### src/rtl/life_pkg.sv
// Shared types and grid geometry for the Game of Life generation sequencer.
package life_pkg;

  localparam int unsigned ROWS  = 8;
  localparam int unsigned COLS  = 8;
  localparam int unsigned ROW_W = $clog2(ROWS);
  localparam int unsigned GEN_W = 16;

  typedef enum logic [1:0] {
    S_LOAD,
    S_SCAN,
    S_STEP
  } seq_state_t;

  function automatic logic [ROW_W-1:0] row_inc(input logic [ROW_W-1:0] row);
    return (row == ROW_W'(ROWS - 1)) ? '0 : row + 1'b1;
  endfunction

endpackage

### src/rtl/life_gen_sequencer_if.sv
// Bus between the generation sequencer (master) and the cell array / display side (slave).
interface life_gen_sequencer_if;
  import life_pkg::*;

  logic             run_en;
  logic             single_step;
  logic             load_req;
  logic [COLS-1:0]  row_data;
  logic             step_ack;
  logic [ROW_W-1:0] row_sel;
  logic [COLS-1:0]  leds_out;
  logic             frame_start;
  logic             load_en;
  logic             step_req;
  logic [GEN_W-1:0] gen_count;
  logic             step_err;

  modport master (
    input  run_en, single_step, load_req, row_data, step_ack,
    output row_sel, leds_out, frame_start, load_en, step_req, gen_count, step_err
  );

  modport slave (
    output run_en, single_step, load_req, row_data, step_ack,
    input  row_sel, leds_out, frame_start, load_en, step_req, gen_count, step_err
  );

endinterface

### src/rtl/life_row_scanner.sv
// Row/frame counters and the registered LED row; parks on row 0 with the display frozen while held.
module life_row_scanner
  import life_pkg::*;
#(
  parameter int unsigned FRAMES_PER_GEN = 1
) (
  input  logic             clk,
  input  logic             rst,
  input  logic             i_hold,
  input  logic [COLS-1:0]  i_row_data,
  output logic [ROW_W-1:0] o_row_sel,
  output logic [COLS-1:0]  o_leds_out,
  output logic             o_frame_start,
  output logic             o_frame_wrap
);

  localparam int unsigned FRM_W = (FRAMES_PER_GEN > 1) ? $clog2(FRAMES_PER_GEN) : 1;

  logic [ROW_W-1:0] r_row;
  logic [COLS-1:0]  r_leds;
  logic [FRM_W-1:0] r_frame_cnt;
  logic             w_row_last;
  logic             w_frame_last;

  assign w_row_last   = (r_row == ROW_W'(ROWS - 1));
  assign w_frame_last = (r_frame_cnt == FRM_W'(FRAMES_PER_GEN - 1));

  always_ff @(posedge clk or negedge rst) begin
    if (!rst) begin
      r_row       <= '0;
      r_leds      <= '0;
      r_frame_cnt <= '0;
    end else if (i_hold) begin
      r_row <= '0;
    end else begin
      r_row  <= row_inc(r_row);
      r_leds <= i_row_data;
      if (w_row_last) begin
        r_frame_cnt <= w_frame_last ? '0 : r_frame_cnt + 1'b1;
      end
    end
  end

  assign o_row_sel     = r_row;
  assign o_leds_out    = r_leds;
  assign o_frame_start = !i_hold && (r_row == '0);
  // Asserted on the last row of the last frame before a generation boundary.
  assign o_frame_wrap  = !i_hold && w_row_last && w_frame_last;

endmodule

### src/rtl/life_gen_sequencer.sv
// Game of Life controller: time-shares the grid between row scanning and generation steps.
module life_gen_sequencer
  import life_pkg::*;
#(
  parameter int unsigned FRAMES_PER_GEN = 1,
  parameter int unsigned STEP_TIMEOUT   = 16
) (
  input logic                  clk,
  input logic                  rst,
  life_gen_sequencer_if.master bus
);

  localparam int unsigned TMO_W = $clog2(STEP_TIMEOUT + 1);

  seq_state_t       r_state;
  logic             r_load_en;
  logic             r_step_req;
  logic             r_step_err;
  logic [GEN_W-1:0] r_gen_count;
  logic             r_pend_step;
  logic             r_pend_load;
  logic [TMO_W-1:0] r_tmo_cnt;

  logic             w_hold;
  logic             w_frame_wrap;
  logic             w_ack_taken;
  logic [ROW_W-1:0] w_row_sel;
  logic [COLS-1:0]  w_leds_out;
  logic             w_frame_start;

  assign w_hold      = (r_state != S_SCAN);
  assign w_ack_taken = (r_state == S_STEP) && bus.step_ack;

  life_row_scanner #(
    .FRAMES_PER_GEN (FRAMES_PER_GEN)
  ) u_scanner (
    .clk           (clk),
    .rst           (rst),
    .i_hold        (w_hold),
    .i_row_data    (bus.row_data),
    .o_row_sel     (w_row_sel),
    .o_leds_out    (w_leds_out),
    .o_frame_start (w_frame_start),
    .o_frame_wrap  (w_frame_wrap)
  );

  always_ff @(posedge clk or negedge rst) begin
    if (!rst) begin
      r_state     <= S_LOAD;
      r_load_en   <= 1'b0;
      r_step_req  <= 1'b0;
      r_step_err  <= 1'b0;
      r_gen_count <= '0;
      r_pend_step <= 1'b0;
      r_pend_load <= 1'b0;
      r_tmo_cnt   <= '0;
    end else begin
      r_load_en <= 1'b0;
      unique case (r_state)
        S_LOAD: begin
          r_load_en   <= 1'b1;
          r_gen_count <= '0;
          r_state     <= S_SCAN;
        end
        S_SCAN: begin
          if (w_frame_wrap) begin
            if (r_pend_load) begin
              r_state <= S_LOAD;
            end else if (bus.run_en || r_pend_step) begin
              r_state    <= S_STEP;
              r_step_req <= 1'b1;
              r_tmo_cnt  <= '0;
            end
          end
        end
        S_STEP: begin
          if (bus.step_ack) begin
            r_step_req  <= 1'b0;
            r_gen_count <= r_gen_count + 1'b1;
            r_state     <= r_pend_load ? S_LOAD : S_SCAN;
          end else if (r_tmo_cnt == TMO_W'(STEP_TIMEOUT - 1)) begin
            // Give up on this generation; the display keeps running.
            r_step_req <= 1'b0;
            r_step_err <= 1'b1;
            r_state    <= S_SCAN;
          end else begin
            r_tmo_cnt <= r_tmo_cnt + 1'b1;
          end
        end
        default: r_state <= S_LOAD;
      endcase

      // A fresh request arriving alongside its consumption stays pending.
      r_pend_step <= bus.single_step || (r_pend_step && !w_ack_taken);
      r_pend_load <= bus.load_req || (r_pend_load && (r_state != S_LOAD));
    end
  end

  assign bus.row_sel     = w_row_sel;
  assign bus.leds_out    = w_leds_out;
  assign bus.frame_start = w_frame_start;
  assign bus.load_en     = r_load_en;
  assign bus.step_req    = r_step_req;
  assign bus.gen_count   = r_gen_count;
  assign bus.step_err    = r_step_err;

endmodule

### src/flat_wrapper.sv
// flat-port wrapper written by rule: the top's interface ports become plain ports
module life_gen_sequencer_flat import life_pkg::*;
#(
  parameter int unsigned FRAMES_PER_GEN = 1,
  parameter int unsigned STEP_TIMEOUT   = 16
)
  (clk, rst, bus_run_en, bus_single_step, bus_load_req, bus_row_data, bus_step_ack, bus_row_sel, bus_leds_out, bus_frame_start, bus_load_en, bus_step_req, bus_gen_count, bus_step_err);
  life_gen_sequencer_if bus_i ();
  input logic clk;
  input logic rst;
  input wire logic [$bits(bus_i.run_en)-1:0] bus_run_en;
  input wire logic [$bits(bus_i.single_step)-1:0] bus_single_step;
  input wire logic [$bits(bus_i.load_req)-1:0] bus_load_req;
  input wire logic [$bits(bus_i.row_data)-1:0] bus_row_data;
  input wire logic [$bits(bus_i.step_ack)-1:0] bus_step_ack;
  output wire logic [$bits(bus_i.row_sel)-1:0] bus_row_sel;
  output wire logic [$bits(bus_i.leds_out)-1:0] bus_leds_out;
  output wire logic [$bits(bus_i.frame_start)-1:0] bus_frame_start;
  output wire logic [$bits(bus_i.load_en)-1:0] bus_load_en;
  output wire logic [$bits(bus_i.step_req)-1:0] bus_step_req;
  output wire logic [$bits(bus_i.gen_count)-1:0] bus_gen_count;
  output wire logic [$bits(bus_i.step_err)-1:0] bus_step_err;
  assign bus_i.run_en = bus_run_en;
  assign bus_i.single_step = bus_single_step;
  assign bus_i.load_req = bus_load_req;
  assign bus_i.row_data = bus_row_data;
  assign bus_i.step_ack = bus_step_ack;
  assign bus_row_sel = bus_i.row_sel;
  assign bus_leds_out = bus_i.leds_out;
  assign bus_frame_start = bus_i.frame_start;
  assign bus_load_en = bus_i.load_en;
  assign bus_step_req = bus_i.step_req;
  assign bus_gen_count = bus_i.gen_count;
  assign bus_step_err = bus_i.step_err;
  life_gen_sequencer #(.FRAMES_PER_GEN(FRAMES_PER_GEN), .STEP_TIMEOUT(STEP_TIMEOUT)) u_core (.clk(clk), .rst(rst), .bus(bus_i));
endmodule
### config.mk
export PLATFORM = sky130hd
export DESIGN_NAME = life_gen_sequencer_flat
export DESIGN_NICKNAME = d
export VERILOG_FILES = /design/src/rtl/life_pkg.sv /design/src/rtl/life_gen_sequencer_if.sv /design/src/rtl/life_row_scanner.sv /design/src/rtl/life_gen_sequencer.sv /design/src/flat_wrapper.sv
export SDC_FILE = /design/constraint.sdc
export NUM_CORES = 1
export LEC_CHECK = 0
export ABC_AREA = 0
export ABC_CLOCK_PERIOD_IN_PS = 3300
export BUFFER_PORTS_ARGS = -buffer_cell sky130_fd_sc_hd__buf_2
export CORE_AREA = 2 2 84 54
export CTS_CLUSTER_SIZE = 30
export DETAILED_ROUTE_END_ITERATION = 8
export DIE_AREA = 0 0 86 56
export PLACE_DENSITY = 0.83
export SYNTH_ARGS = -nofsm -noshare
export SYNTH_HDL_FRONTEND = slang
export SYNTH_HIERARCHICAL = 1
export SYNTH_SLANG_ARGS = --single-unit
### constraint.sdc
create_clock -name clk -period 3.3 [get_ports clk]
set_input_delay 0.99 -clock clk [delete_from_list [all_inputs] [get_ports clk]]
set_output_delay 0.99 -clock clk [all_outputs]
set_load 0.005 [all_outputs]
==> results of run 1 <==
==> kinds of logic (layout without fill, tap and decap cells) <==
logic type               count (synthesis)  in the layout  share of synthesized area (%)
multiplexers                            16             16                           9.77
XOR/XNOR                                 5              5                           2.25
flip-flops                              39             39                           50.2
adder cells (fa/ha/maj)                  6              6                           3.86
AO/OA/AOI/OAI                           23             23                           7.59
AND/OR/NAND/NOR                         75             75                           22.5
buffers and inverters                   17             63                           3.86
==> state kept, by name, indices dropped and copies added, names as in the netlist <==
name	count
u_core/bus.step_err	1
u_core/bus.load_en	1
u_core/r_pend_step	1
u_core/r_tmo_cnt	5
u_core/u_scanner/o_row_sel	3
u_core/r_state	2
u_core/bus.step_req	1
u_core/bus.gen_count	16
u_core/r_pend_load	1
u_core/u_scanner/o_leds_out	8
==> cell usage after synthesis, drive strengths merged <==
library cell	count
nand4b	1
a2bb2oi	1
nor4b	2
xor2	3
or2	2
inv	10
buf	4
o21ai	8
mux2i	7
o22a	1
clkbuf	3
nand2	18
dfrtp	39
a21o	1
mux2	9
nor3	3
nand4	5
a22o	2
nand2b	5
o31ai	1
and4	1
or3	2
nor3b	1
nor2b	2
nor2	12
or4	1
ha	6
xnor2	2
nor4	6
and2b	3
o21a	1
a21oi	5
nand3	7
a31o	2
a211oi	1
and3	4
==> worst min path at each step <==
stage / cells past startpoint / from / end
floorplan: 1 / u_core/r_tmo_cnt[4] / u_core/r_tmo_cnt[4]
global placement: 1 / u_core/bus.step_err / u_core/bus.step_err
detailed placement: 1 / u_core/bus.step_err / u_core/bus.step_err
CTS: 1 / u_core/bus.step_err / u_core/bus.step_err
global route: 1 / u_core/bus.step_err / u_core/bus.step_err
finish: 1 / u_core/bus.step_err / u_core/bus.step_err
==> power by group <==
group	total [W]	switching [W]	internal, W
sequential	0.000817	0.000190	0.000627
clock	0.000399	0.000174	0.000225
combinational	0.000518	0.000239	0.000278
total	0.00173	0.000604	0.00113
==> final cells by class <==
type,count,area [µm²],share of cell area [%]
Inverter,10,37.5,1.62
Clock buffer,5,68.8,2.98
Multi-Input combinational cell,125,895,38.7
Tap cell,50,62.6,2.71
Timing Repair Buffer,45,228,9.85
Sequential cell,39,976,42.2
Clock inverter,3,43.8,1.89
==> worst register-to-register path, cell delays in order, from the launching register on <==
cell and delay [ns]:
dfrtp_1 0.67, nand2b_1 0.13, buf_4 0.22, and2b_2 0.23, nor4b_2 0.31, or2_0 0.28
mux2_1 0.35
==> metrics by stage <==
| stage | area (µm²) | worst slack (ns) | cells | power (W) |
|---|---|---|---|---|
| floorplan | 1950 | 1.16 | 181 | 0.00111 |
| global placement | 2200 | 1.06 | 269 | 0.00131 |
| detailed placement | 2200 | 0.993 | 269 | 0.00134 |
| CTS | 2310 | 0.647 | 277 | 0.00175 |
| global route | 2310 | 0.481 | 277 | 0.00186 |
| finish | 2310 | 0.667 | 277 | 0.00173 |
==> metal layers <==
metal,vias up,share of wire (%),routed length [µm]
li1,723,-,-
met1,720,48,1970
met2,60,42,1720
met3,2,8.9,363
met4,0,0.47,19
met5,-,0,0
==> impl_results.md, run 1 <==
* First-pass GRT wire length at 6780 µm
* R2R Setup Slk at 1.00 ns
* Cell Chain, Critical Path: nand2b_1 > buf_4 > nor3b_1 > buf_2
* Post-synth cell types at 43
* CP bufs+invs at 2
* Register area share after synthesis at 50.2%
* DR vias at 1505
* Min Hold Slack at 0.491 ns
* Clock latency on the worst-skew pair at 0.29 ns
* Clock slew at reported path FFs at 0.08 ns
* Fmax at 380 MHz
* Initial core utilization at 48.8%
* Hold Buf Count CTS at 0
* Critical path's slowest cell: dfrtp_1
* Grt ovf at 0
* Critical R2R Launch: u_core/r_state[0]
* Routed WL per cell at 14.7 µm
* Total GRT Usage at 17.9%
* CTS tree: yes
* Minimum clock period at 2.63 ns
* Initial antenna violation count at 0
* CTS Buf Count at 5
* Fin. max-slew vios at 0
* Initial drt markers at 65
* Met1 Track Usage GR at 25.8%
* Post-layout net count at 246
* Post-route antenna net violation count at 0
* Vias in the first global route at 1424
* Crit path required time at 2.31 ns
* Share of the synthesized area in the top cell type at 50.2%
* GP Congestion at 0.871
* Worst setup path end: bus_frame_start
* Crit. End Element: output port
* Synth Instances at 181
* Post-synthesis cell area at 0.00195 mm²
* R2R depth at 6
* IO Port Bufs at 44
* Post_cts resized at 0
* Max incr delay on CP at 0.67 ns
* Clock Sinks at 39
* Die span in y at 56 µm
* Max IR drop VDD at 0.362 mV
* Most frequent cells in the layout: 44 x buf_2, 39 x dfrtp_1, 18 x nand2_1
* Post CTS Setup Buffer Count at 0
* Final core occ at 58.0%
* Setup crit start: u_core/r_state[0]
* Total routed wirelength at 4080 µm
* Worst-Margin Slew at 0.840 ns
* Status: finished, final reports clean
* Critical Path AT at 1.64 ns
* Startpoint Class: flip-flop
* Post-Route Setup TNS at 0 ns
* Die Width at 86 µm
* Largest net degree at the start of global routing at 40
* Final Cycle Share at 79.8%
* Stages on the worst setup path at 4
* Root Buffer: clkbuf_8
* Post-DP HPWL at 2950 µm
* Met2 usage at 26.4%
* Core Area at 0.00399 mm²
* Antenna diodes at 0
* Synth Net Count at 201
* Detailed Routing Iterations Pass 1 at 5
* Vias per cell at 5.43
* Row count at 18
* RR Endpoint: u_core/r_tmo_cnt[4]
* Die area at 0.00482 mm²
* Power Density at 750 mW/mm²
* CTS HTree Levels at 2
* I/O pin count at 45
* Area Growth Syn to Fin at 18.8%
* GR Util met3 at 6.08%
* Setup violations, final at 0
* Drc violations at 0
* Hold Fails Final Rpt at 0
* Flop and latch count out of synthesis at 39
* Worst min path class: flip-flop to flip-flop
* Clock buffer depth at 2
* CP Class: flip-flop to output port
* Top post-synthesis cells by area: dfrtp_1 50%, ha_1 3.9%, mux2_4 3.9%, mux2i_1 3.6%, nand2_1 3.5%
* Avg Inst Size Synth at 10.7 µm²
* Cell taking the most area after synthesis: dfrtp_1
* Top Usage Layer GRT: met2
* Maxcap violations at 0
* CP delay by family, top: flip-flops
* Max_slew headroom at 44.0%
* P_leak at 1.11 nW
* Fraction of layout cells with a size suffix above 1 at 33.0%
* RSZ-0062 raised after global routing: false
* Highest net fanout along the worst path at 18
* Yosys Warn Count at 6
* Commonest non-fill, non-tap cell in the layout: buf_2
* Clock Skew at 0.00709 ns
* Filler cell count at 354
Power figures use the tool's default switching activity.
==> run 2: changes to the inputs <==
- ABC_AREA: 0 -> 1
- ABC_CLOCK_PERIOD_IN_PS: 3300 -> 2280
- CORE_AREA: 2 2 84 54 -> 2 2 86 55
- DIE_AREA: 0 0 86 56 -> 0 0 88 57
- clock period: 3.3 -> 2.28 ns (I/O delays scaled with it)
==> run 2 against run 1 <==
Effect of this change:
- via count is 16% higher
- clock power is 28% higher
- critical path type unchanged
- non-clock buffer count is 2 higher
- area after synthesis is 0.77% higher
- clock skew is 0.0023 ns higher
==> impl_results.md, run 2 <==
* CP Class: flip-flop to output port (unchanged)
* Flop and latch count out of synthesis at 39 (unchanged)
* Final setup margin at 0.172 ns (was 0.667 ns)
* P_leak at 1.35 nW (was 1.11 nW)
* Clock slew at reported path FFs at 0.08 ns (about the same)
* Fmax at 474 MHz
* Worst min path class: input pin to asynchronous set/reset pin (was flip-flop to flip-flop)
* Most frequent cells in the layout: 83 x nand2_1, 45 x inv_1, 44 x buf_2 (was 44 x buf_2, 39 x dfrtp_1, 18 x nand2_1)
* R2R Setup Slk at 0.55 ns (was 1.00 ns)
* Setup slack at placement at 0.468 ns (was 0.993 ns)
* Max IR drop VDD at 0.268 mV (was 0.362 mV)
* Switch share at 32.2% (was 34.8%)
* Post-Route Setup TNS at 0 ns (unchanged)
* Die span in y at 57 µm (was 56 µm)
* IO Port Bufs at 44 (unchanged)
* Vias in the first global route at 1557 (was 1424)
* Cell taking the most area after synthesis: dfrtp_1 (unchanged)
* Clock Skew at 0.00935 ns (was 0.00709 ns)
* Detailed Routing Iterations Pass 1 at 4 (was 5)
* Post-layout net count at 332 (was 246)
* Register area share after synthesis at 49.8% (was 50.2%)
* Largest net degree at the start of global routing at 40 (unchanged)
* Max_slew headroom at 67.6% (was 44.0%)
* Post-DP HPWL at 3130 µm (was 2950 µm)
* Hold Fails Final Rpt at 0 (unchanged)
* Filler cell count at 416 (was 354)
* Clock buffer depth at 2 (unchanged)
* Area Growth Syn to Fin at 20.3% (was 18.8%)
* Post-synthesis cell area at 0.00196 mm² (was 0.00195 mm²)
* I/O pin count at 45 (unchanged)
* RSZ-0062 raised after global routing: false (unchanged)
* R2R depth at 11 (was 6)
* Synth Net Count at 281 (was 201)
* Sequential power share at 47.1% (about the same)
* Maxcap violations at 0 (unchanged)
* Initial core utilization at 45.6% (was 48.8%)
* Setup crit start: u_core/r_state[0] (unchanged)
* Commonest non-fill, non-tap cell in the layout: nand2_1 (was buf_2)
* Synth Instances at 261 (was 181)
* Antenna diodes at 0 (unchanged)
* Root Buffer: clkbuf_8 (unchanged)
* Met1 Track Usage GR at 26.2% (was 25.8%)
* Highest net fanout along the worst path at 13 (was 18)
* Clock latency on the worst-skew pair at 0.29 ns (about the same)
* DR vias at 1752 (was 1505)
* Setup violations, final at 0 (unchanged)
* Worst setup path end: bus_frame_start (unchanged)
* Vias per cell at 4.66 (was 5.43)
* Min Hold Slack at 0.429 ns (was 0.491 ns)
* First-pass GRT wire length at 6980 µm (was 6780 µm)
* Critical R2R Launch: u_core/r_state[0] (unchanged)
* CTS Buf Count at 5 (unchanged)
* Fin. max-slew vios at 0 (unchanged)
* Top Usage Layer GRT: met2 (unchanged)
* Post CTS Setup Buffer Count at 0 (unchanged)
* Final Cycle Share at 92.5%
* Switch Pwr at 0.000599 W (was 0.000604 W)
* RR Endpoint: u_core/r_tmo_cnt[2] (was u_core/r_tmo_cnt[4])
* Post-route antenna net violation count at 0 (unchanged)
* Crit. End Element: output port (unchanged)
* Initial drt markers at 124 (was 65)
* Count leader, synth: nand2_1 (was dfrtp_1)
* GP Congestion at 0.898 (was 0.871)
* Clock Sinks at 39 (unchanged)
* Die Width at 88 µm (was 86 µm)
* CTS tree: yes (unchanged)
* Startpoint Class: flip-flop (unchanged)
* Post_cts resized at 0 (unchanged)
* Grt ovf at 0 (unchanged)
* Routed WL per cell at 11.0 µm (was 14.7 µm)
* Max FFs per register at 16 (unchanged)
* CTS HTree Levels at 2 (unchanged)
* Yosys Warn Count at 6 (unchanged)
* Comb pwr share at 25.6% (was 29.9%)
* Initial antenna violation count at 0 (unchanged)
* Main synth FF type: dfrtp_1 (unchanged)
* Power Density at 789 mW/mm² (was 750 mW/mm²)
* Internal power at 0.00126 W (was 0.00113 W)
* Core Area at 0.00430 mm² (was 0.00399 mm²)
* Share of the synthesized area in the top cell type at 49.8% (was 50.2%)
* Critical Path AT at 1.42 ns (was 1.64 ns)
* Clock share of power at 27.3% (was 23.0%)
* Drc violations at 0 (unchanged)
* Total GRT Usage at 18.2% (was 17.9%)
* Post-synth cell types at 24 (was 43)
* Asr flop ratio synth at 100% (unchanged)
* Die area at 0.00502 mm² (was 0.00482 mm²)
* Top post-synthesis cells by area: dfrtp_1 50%, nand2_1 16%, inv_1 8.6%, nor2_1 7.1%, ha_1 3.8% (was dfrtp_1 50%, ha_1 3.9%, mux2_4 3.9%, mux2i_1 3.6%, nand2_1 3.5%)
* Met2 usage at 26.9% (was 26.4%)
* Total routed wirelength at 4120 µm (was 4080 µm)
* Row count at 19 (was 18)
* Avg Inst Size Synth at 7.51 µm² (was 10.7 µm²)
* Number of synthesized flops with an enable pin at 0 (unchanged)
* Worst-Margin Slew at 0.486 ns (was 0.840 ns)
* Fraction of layout cells with a size suffix above 1 at 19.2% (was 33.0%)
* Crit path required time at 1.60 ns (was 2.31 ns)
* Minimum clock period at 2.11 ns
* Most frequent cells after synthesis: 83 x nand2_1, 45 x inv_1, 39 x dfrtp_1 (was 39 x dfrtp_1, 18 x nand2_1, 12 x nor2_1)
* Hold Buf Count CTS at 0 (unchanged)
* GR Util met3 at 4.05% (was 6.08%)
* Status: finished, final reports clean (unchanged)
-- run 2: cell types whose count changed in the layout (fill, tap and decap cells not counted), sizes merged, moves of 4 or more --
cell    before  now
o21ai        8   14
nand2b       5    0
mux2i        7    0
nor2        12   39
and3         4    0
inv         10   47
nand2       18   84
nor4         6    0
nand3        7   14
mux2         9    0
-- run 2: worst min path at each step --
stage	end	slack, ns	from
4_1_cts	u_core/bus.gen_count[6]	0.45	rst
3_5_place_dp	u_core/u_scanner/o_leds_out[7]	0.47	u_core/u_scanner/o_leds_out[7]
2_1_floorplan	u_core/bus.gen_count[0]	0.39	rst
3_3_place_gp	u_core/bus.step_err	0.45	u_core/bus.step_err
6_report	u_core/bus.gen_count[15]	0.43	rst
5_1_grt	u_core/bus.gen_count[6]	0.48	rst
-- run 2: metrics by stage --
stage          cells  utilization, %  power, W  area, µm²
2_1_floorplan    261               -   0.00118       1960
3_3_place_gp     368            52.5   0.00136       2260
3_5_place_dp     368            52.5   0.00137       2260
4_1_cts          376            54.8   0.00189       2360
5_1_grt          376            54.8   0.00200       2360
6_report         376            54.8   0.00186       2360
-- run 2: cells by family (layout without fill, tap and decap cells) --
kind of cell | count (synthesis) | count (layout) | synth area share, %
and+or+nand+nor | 143 | 143 | 29.4
buffers and inverters | 50 | 102 | 10.2
xor gates and xnor gates | 1 | 1 | 0.447
AOI/OAI and AO/OA | 22 | 22 | 6.32
DFF | 39 | 39 | 49.8
adders and majority gates | 6 | 6 | 3.83
-- run 2: final cells by class --
class	instances	area, µm²	area share (%)
timing repair buffer	47	243	10.3
inverter	47	176	7.48
tap	63	78.8	3.34
multi-input combinational	172	785	33.3
sequential	39	976	41.4
clock buffer	8	100	4.24
-- run 2: per-layer routing --
metal / share of wire [%] / wire [µm]
met3: 5.9 / 242
met4: 1.8 / 74
met1: 49 / 2030
met2: 43 / 1780
met5: 0 / 0
-- run 2: worst max-delay path, cell delays in order (launching register included) --
cell and delay [ns]:
dfrtp_1 0.43, inv_1 0.07, nor2_1 0.14, inv_1 0.22
nor2_1 0.15, buf_2 0.12
-- run 2: power groups by stage --
stage                     Sequential, W  Clock, W  Combinational, W
final                          0.000877  0.000509          0.000476
after global routing           0.000892  0.000550          0.000558
after CTS                      0.000878  0.000525          0.000485
after detailed placement       0.000890         0          0.000483
after global placement         0.000885         0          0.000473
after floorplan                0.000893         0          0.000289
